$ cat src/rtl/sat_counter.sv
// sat_counter: saturating up-counter with synchronous clear.
//   clock - rising-edge clock
//   reset - asynchronous active-low reset, clears count
//   inc   - increment (sticks at all-ones)
//   clr   - clear; when coincident with inc the increment wins and the
//           result is 1 (clear first, then count the new event)
//   count - current value
module sat_counter #(
  parameter int WIDTH = 8
) (
  input  logic             clock,
  input  logic             reset,
  input  logic             inc,
  input  logic             clr,
  output logic [WIDTH-1:0] count
);

  always_ff @(posedge clock or negedge reset) begin
    if (!reset)
      count <= '0;
    else if (inc) begin
      if (clr)
        count <= WIDTH'(1);
      else if (!(&count))
        count <= count + WIDTH'(1);
    end else if (clr)
      count <= '0;
  end

endmodule

$ cat config.mk
export PLATFORM = sky130hd
export DESIGN_NAME = sat_counter
export DESIGN_NICKNAME = d
export VERILOG_FILES = /design/src/rtl/sat_counter.sv
export SDC_FILE = /design/constraint.sdc
export NUM_CORES = 1
export LEC_CHECK = 0
export ABC_AREA = 1
export CAP_MARGIN = 20
export CORE_AREA = 2 2 39 41
export CTS_CLUSTER_SIZE = 16
export DETAILED_ROUTE_END_ITERATION = 10
export DIE_AREA = 0 0 41 43
export GPL_TIMING_DRIVEN = 0
export PLACE_DENSITY_LB_ADDON = 0.08
export SYNTH_ARGS = -nofsm -noshare
export SYNTH_HDL_FRONTEND = slang
export SYNTH_SLANG_ARGS = --single-unit
$ cat constraint.sdc
create_clock -name clock -period 1.7 [get_ports clock]
set_clock_uncertainty 0.05 [all_clocks]
set_input_delay 0.34 -clock clock [delete_from_list [all_inputs] [get_ports clock]]
set_output_delay 0.34 -clock clock [all_outputs]
set_load 0.02 [all_outputs]
==> results by group, run 1 <==
CTS
  • Hold_buf cts: 0
  • H-tree depth: 1
  • CTS tree: yes
  • Worst-path clk slew: roughly 60 ps
  • CTS root buf: clkbuf_4
  • Clock sink count: 8
  • Worst skew pair latency: approximately 260 ps
  • Postcts setup bufs: 0
  • CTS Buffer Depth: 2
  • Num CTS Buffers: 3

Route
  • Vias after detailed routing: 472
  • Metal-1 WL: 532 um
  • Final WL: 1120 um
  • # DRC: 0
  • ANT nets after route: 0
  • Drt via density: 4.63
  • Highest metal used: met4
  • 1st-iter DRT viols: 7
  • DR WL met3: 44 um
  • Met2 Routed Length: 506 um
  • Router iterations before antenna repair: 4
  • Wire per inst: 11.0 um

STA
  • Final WS setup: 234 ps
  • Worst relative slew slack: roughly 73%
  • Period utilisation layout: a little under nine tenths
  • Final Hold Fails: 0
  • Worst-margin pin slew: 404 ps
  • Max-slew violation count: 0
  • FMAX: 682 MHz
  • Setup violators final: 0
  • RSZ-0062 raised after global routing: false
  • Tmin final: 1470 ps
  • Setup tns final: 0 ps

Pwr
  • Sw power: 0.111 mW
  • Clock power frac: 37.5%
  • Share of power burned in registers: 49.8%
  • Comb pwr share: 12.7%
  • Leakage: around 0.36 nW
  • Maximum VDD drop: around 0.00029 V
  • Pwr dens: 628 mW/mm2
  • Switching Share: 27.1%
  • Int Pwr: 0.298 mW

Die
  • Num rows: 14
  • I/O Pins: 12
  • Chip height: 43 um
  • Die area: between 0.0015 and 0.002 mm2
  • Die width: 41 um
  • CORE AREA: 0.00138 mm2
  • Starting Density: 36.3%

Critical path
  • Worst EP required: between 1000 and 1500 ps
  • Worst reg-to-reg path cell count: 7
  • CP max stage delay: 460 ps
  • Critical Path Start Type: flop
  • Setup CP Type: flop to primary output
  • Stages on worst setup path: 1
  • Worst-path cell with the longest stage delay: dfrtp_1
  • Worst Path Arrival: 1080 ps
  • CP Buf/Inv Count: 1
  • Crit-path cells: dlygate4sd2_1
  • Top delay family on crit path: flip-flops
  • Critical Path Sink Type: primary output
  • Worst Path Max Fanout: 8

Placed design
  • Detailed Place HPWL: 817 um
  • Post-placement cell count: 99
  • Dpl ws: 36.2 ps
  • Port Buf Inserts: 11
  • RePlAce Congestion: a little under 0.8

Global routing
  • First-pass GRT wire length: 1840 um
  • Initial antenna violation count: 0
  • GR Util All Layers: 16.3%
  • Vias in the first global route: 428
  • Total grt overflow: 0
  • Largest net degree at the start of global routing: 11

Layout
  • Max reg flops: 8
  • Register area: about 200 um2
  • Multi-input combinational cell area: 272 um2
  • Top reg by flops: count
  • Area growth from synthesis to layout: 29.9%
  • Largest regs: count: 8 flops
  • Fin cells: roughly 100
  • Layout cell share with drive strength beyond 1: 12.8%
  • # diodes: 0
  • Fillers: 154
  • # nets final: 93

Synthesis
  • Yosys reg bits: 8
  • Synth cell types: 14
  • Mapped Area: between 500 and 600 um2
  • Post-Syn Area per Cell: approximately 7 um2
  • YS warnings: 0
  • Syn Inst Count: roughly 70
  • Sequential fraction of the synthesis area: 39.9%
  • Syn Nets: 77

Job
  • Total of max-cap violations: 0

Run status
  • Status: finished clean

Worst hold path
  • Hold Path Class: input pin to async pin
-- final cells by class --
cell class,instances,share of cell area [%]
multi-input cells,56,41.7
flip-flops and latches,8,30.7
repair buffers,11,16.5
inverters,8,4.61
clock buffers,3,3.45
well taps,16,3.07
-- power groups by stage --
stage	Sequential, mW	Combinational (mW)	Clock, mW
floorplan	0.213	0.0216	0
global placement	0.207	0.0546	0
detailed placement	0.208	0.0554	0
CTS	0.204	0.0537	0.155
global route	0.205	0.0584	0.168
finish	0.204	0.0520	0.153
-- cell usage in the layout, fill, tap and decap left out --
cell,Yosys,routed
nand2_1,29,29
inv_1,8,8
nor2_1,8,8
dfrtp_1,8,8
dlygate4sd2_1,0,6
nand3_1,5,5
o21ai_0,3,3
o21ai_2,3,3
clkbuf_4,0,3
clkdlybuf4s50_1,0,3
nor2_2,2,2
dlymetal6s2s_1,0,2
nand2_2,1,1
nand3_2,1,1
nand2_4,1,1
xor2_1,1,1
a21oi_1,1,1
ha_1,1,1
-- timing repair --
item / CTS / global route
hold endpoints to repair: 0 / 0
gates resized for setup: 6 / 2
setup endpoints to repair: 6 / 2
-- final timing paths --
check                          from       end  slack (ps)
setup reg to reg           count[0]  count[0]         300
setup / recovery           count[5]  count[5]         230
min in group clock         count[1]  count[1]         500
hold / removal                reset  count[1]         320
hold reg to reg            count[1]  count[1]         500
max in group asynchronous     reset  count[7]         990
-- stage by stage --
step	power [mW]	util [%]	hold slack, ps	instance area (um2)
floorplan	0.234	-	-5.59	502
global placement	0.262	45.7	485	632
detailed placement	0.263	45.7	493	632
CTS	0.413	46.7	339	647
global route	0.432	47.1	346	652
finish	0.409	47.1	323	652
-- Yosys cell counts --
| cell | n | area share, % |
|---|---|---|
| nand2_1 | 29 | 22 |
| dfrtp_1 | 8 | 40 |
| inv_1 | 8 | 6.0 |
| nor2_1 | 8 | 6.0 |
| nand3_1 | 5 | 5.0 |
| o21ai_0 | 3 | 3.0 |
| o21ai_2 | 3 | 5.2 |
| nor2_2 | 2 | 2.5 |
| a21oi_1 | 1 | 1.0 |
| ha_1 | 1 | 2.5 |
| nand2_2 | 1 | 1.2 |
| nand2_4 | 1 | 2.2 |
| nand3_2 | 1 | 2.0 |
| xor2_1 | 1 | 1.7 |
-- metal layers --
layer / vias to the layer above / global-route usage [%]
met5: - / 0
met4: 0 / 12.0
met3: 5 / 3.14
met2: 11 / 21.6
met1: 206 / 22.5
li1: 250 / -
-- cells by family after synthesis --
| family | share of synthesized area [%] |
|---|---|
| AO/OA/AOI/OAI | 9.23 |
| XOR/XNOR | 1.75 |
| adder cells (fa/ha/maj) | 2.49 |
| buffers and inverters | 5.99 |
| flip-flops | 39.9 |
| AND/OR/NAND/NOR | 40.6 |
No activity file was read; power rests on OpenSTA's default activity.
==> run 2, diff against run 1 <==
--- a/config.mk
+++ b/config.mk
@@ -13,6 +13,8 @@
 export DIE_AREA = 0 0 41 43
 export GPL_TIMING_DRIVEN = 0
 export PLACE_DENSITY_LB_ADDON = 0.08
+export SLEW_MARGIN = 40
 export SYNTH_ARGS = -nofsm -noshare
 export SYNTH_HDL_FRONTEND = slang
 export SYNTH_SLANG_ARGS = --single-unit
+export TNS_END_PERCENT = 30
==> results of run 2 <==
Final layout, timing and power as in run 1 (identical DEF).
==> run 3, diff against run 2 <==
--- a/config.mk
+++ b/config.mk
@@ -5,14 +5,13 @@
 export SDC_FILE = /design/constraint.sdc
 export NUM_CORES = 1
 export LEC_CHECK = 0
-export ABC_AREA = 1
-export CAP_MARGIN = 20
 export CORE_AREA = 2 2 39 41
 export CTS_CLUSTER_SIZE = 16
 export DETAILED_ROUTE_END_ITERATION = 10
 export DIE_AREA = 0 0 41 43
 export GPL_TIMING_DRIVEN = 0
 export PLACE_DENSITY_LB_ADDON = 0.08
+export SKIP_LAST_GASP = 1
 export SLEW_MARGIN = 40
 export SYNTH_ARGS = -nofsm -noshare
 export SYNTH_HDL_FRONTEND = slang
==> results by group, run 3 <==
Run status
  • Status: finished with violations (was finished clean)
  • Failing checks: negative setup slack

CTS
  • CTS Buffer Depth: 2 (unchanged)
  • Num CTS Buffers: 3 (unchanged)
  • CTS tree: yes (unchanged)
  • Clock sink count: 8 (unchanged)
  • CTS root buf: clkbuf_4 (unchanged)
  • Postcts setup bufs: 0 (unchanged)
  • Worst skew pair latency: 260 ps (about the same)
  • Hold_buf cts: 0 (unchanged)
  • H-tree depth: 1 (unchanged)
  • Worst-path clk slew: 60 ps (about the same)

Synthesis
  • Post-Syn Area per Cell: 9.50 um2 (was 6.97 um2)
  • Synth area leader: dfrtp_1 (unchanged)
  • Syn Nets: 52 (was 77)
  • Sequential fraction of the synthesis area: 44.8% (was 39.9%)
  • Primary FF master, synth: dfrtp_1 (unchanged)
  • Mapped Area: 447 um2 (was 502 um2)
  • FFs w/ async S/R, synth: 100% (unchanged)
  • Synth cell types: 22 (was 14)
  • Share of the synthesized area in the top cell type: 44.8% (was 39.9%)
  • Yosys reg bits: 8 (unchanged)
  • EDFF count, synth: 0 (unchanged)
  • Count leader, synth: dfrtp_1 (was nand2_1)
  • Syn Inst Count: 47 (was 72)
  • Synth top cells by count: 8 x dfrtp_1, 4 x a21oi_1, 4 x nand2_1, 4 x nor2_1, 4 x nor3_1 (was 29 x nand2_1, 8 x dfrtp_1, 8 x inv_1, 8 x nor2_1, 5 x nand3_1)
  • Ranking of synthesized cells by area: dfrtp_1 45%, a21oi_1 4.5%, mux2i_1 4.5% (was dfrtp_1 40%, nand2_1 22%, inv_1 6.0%)
  • YS warnings: 0 (unchanged)

Global routing
  • First-pass GRT wire length: 1620 um (was 1840 um)
  • GR Util All Layers: 13.9% (was 16.3%)
  • Total grt overflow: 0 (unchanged)
  • Largest net degree at the start of global routing: 10 (was 11)
  • Initial antenna violation count: 0 (unchanged)
  • Vias in the first global route: 360 (was 428)

Job
  • Total of max-cap violations: 0 (unchanged)

Layout
  • Design area: 583 um2 (was 652 um2)
  • Most frequent cells in the layout: 8 x dfrtp_1, 6 x clkdlybuf4s50_1 (was 29 x nand2_1, 8 x inv_1, 8 x nor2_1, 8 x dfrtp_1, 6 x dlygate4sd2_1)
  • Commonest non-fill, non-tap cell in the layout: dfrtp_1 (was nand2_1)
  • Fin cells: 75 (was 102)
  • Area growth from synthesis to layout: 30.5% (was 29.9%)
  • # nets final: 66 (was 93)
  • Layout cell share with drive strength beyond 1: 10.2% (was 12.8%)
  • Largest regs: count: 8 flops (unchanged)
  • Top reg by flops: count (unchanged)
  • Max reg flops: 8 (unchanged)
  • # diodes: 0 (unchanged)

Critical path
  • Top delay family on crit path: buffers and inverters (was flip-flops)
  • Worst Path Max Fanout: 6 (was 8)
  • Critical Path Sink Type: primary output (unchanged)
  • Worst EP required: 1310 ps (about the same)
  • Setup CP Type: flop to primary output (unchanged)
  • Worst Path Arrival: 1330 ps (was 1080 ps)
  • Crit-path cells: clkdlybuf4s50_1 (was dlygate4sd2_1)
  • CP max stage delay: 640 ps (was 460 ps)
  • CP Buf/Inv Count: 1 (unchanged)
  • Critical Path Start Type: flop (unchanged)
  • Worst-path cell with the longest stage delay: clkdlybuf4s50_1 (was dfrtp_1)

Placed design
  • Port Buf Inserts: 9 (was 11)
  • Detailed Place HPWL: 690 um (was 817 um)
  • Dpl ws: 171 ps (was 36.2 ps)
  • Post-Place Cell Area: 557 um2 (was 632 um2)
  • RePlAce Congestion: 0.780 (was 0.783)
  • Post-placement cell count: 72 (was 99)

Die
  • Num rows: 14 (unchanged)
  • I/O Pins: 12 (unchanged)
  • Starting Density: 32.3% (was 36.3%)
  • CORE AREA: 0.00138 mm2 (unchanged)
  • Chip height: 43 um (unchanged)
  • Die area: 0.00176 mm2 (unchanged)
  • Die width: 41 um (unchanged)

STA
  • Setup violators final: 1 (was 0)
  • Max-slew violation count: 0 (unchanged)
  • RSZ-0062 raised after global routing: true (was false)
  • Final WS setup: -22.0 ps (was 234 ps)
  • Setup tns final: -22.0 ps (was 0 ps)
  • Worst-margin pin slew: 371 ps (was 404 ps)
  • Tmin final: 1720 ps (was 1470 ps)
  • Period utilisation layout: 101% (was 86.2%)
  • FMAX: 581 MHz (was 682 MHz)
  • Worst relative slew slack: 75.2% (was 73.0%)
  • Final Hold Fails: 0 (unchanged)

Route
  • Wire per inst: 13.1 um (was 11.0 um)
  • Router iterations before antenna repair: 4 (unchanged)
  • Vias after detailed routing: 409 (was 472)
  • Final WL: 979 um (was 1120 um)
  • 1st-iter DRT viols: 16 (was 7)
  • Drt via density: 5.45 (was 4.63)
  • # DRC: 0 (unchanged)
  • ANT nets after route: 0 (unchanged)

Worst hold path
  • Hold Path Class: input pin to flop (was input pin to async pin)

Pwr
  • Int Pwr: 0.306 mW (was 0.298 mW)
  • Pwr dens: 717 mW/mm2 (was 628 mW/mm2)
  • Clock power frac: 36.5% (was 37.5%)
  • Comb pwr share: 13.7% (was 12.7%)
  • Share of power burned in registers: 49.8% (about the same)
  • Final total power: 0.418 mW (was 0.409 mW)
  • Switching Share: 26.7% (was 27.1%)
  • Sw power: 0.111 mW (about the same)
  • Leakage: 0.268 nW (was 0.357 nW)
  • Maximum VDD drop: 0.000294 V (was 0.000289 V)
[run 3: cell types whose count changed in the layout (fill, tap and decap cells not counted), moves of 3 or more]
cell	previous run	this run
nand2_1	29	4
dlygate4sd2_1	6	1
o21ai_2	3	0
nor3_1	0	4
nand3_1	5	2
clkdlybuf4s50_1	3	6
nor2_1	8	4
inv_1	8	0
a21oi_1	1	4
[run 3: worst paths after layout]
kind	start	end	slack, ps	cells past startpoint
worst max-delay path	count[0]	count[0]	-20	1
worst min-delay path	clr	count[5]	250	2
worst max register to register	count[0]	count[0]	150	5
worst min register to register	count[5]	count[5]	550	2
max in group asynchronous	reset	count[7]	1020	1
min in group asynchronous	reset	count[5]	310	1
[run 3: kinds of logic after synthesis]
| group | Yosys count | share of synthesized area (%) |
|---|---|---|
| AND/OR/NAND/NOR | 23 | 27.2 |
| multiplexers | 2 | 4.48 |
| flip-flops | 8 | 44.8 |
| buffers and inverters | 2 | 4.20 |
| XOR/XNOR | 1 | 1.96 |
| adder cells (fa/ha/maj) | 1 | 2.80 |
| AO/OA/AOI/OAI | 10 | 14.6 |
[run 3: layout make-up]
class | instances | area (um2)
fill | 150 | 801
multi-input combinational | 37 | 228
sequential | 8 | 200
timing repair buffer | 9 | 93.8
clock buffer | 3 | 22.5
tap | 16 | 20.0
buffer | 2 | 18.8
[run 3: metal layers]
layer	part of all wire (%)	global-route usage [%]	wire length, um
met5	0	0	0
met4	0	10.0	0
met3	5.1	3.14	50
met2	47	16.9	464
met1	47	20.7	464
[run 3: power groups by stage]
stage / sequential, mW / combinational (mW) / clock [mW]
after floorplan: 0.218 / 0.0257 / 0
after detailed placement: 0.211 / 0.0591 / 0
after global placement: 0.212 / 0.0591 / 0
after CTS: 0.208 / 0.0585 / 0.160
after global routing: 0.208 / 0.0642 / 0.171
final: 0.208 / 0.0574 / 0.152
[run 3: per-stage QoR]
| step | hold WS, ps | util (%) |
|---|---|---|
| 6_report | 253 | 42.1 |
| 5_1_grt | 271 | 42.1 |
| 4_1_cts | 255 | 41.8 |
| 3_5_place_dp | 535 | 40.2 |
| 3_3_place_gp | 540 | 40.2 |
| 2_1_floorplan | -5.59 | - |
[run 3: timing repair]
action | 4_1_cts | 5_1_grt
resized for setup | 1 | 2
cloned | 0 | 0
setup endpoints to repair | 5 | 7
pin swaps | 0 | 0
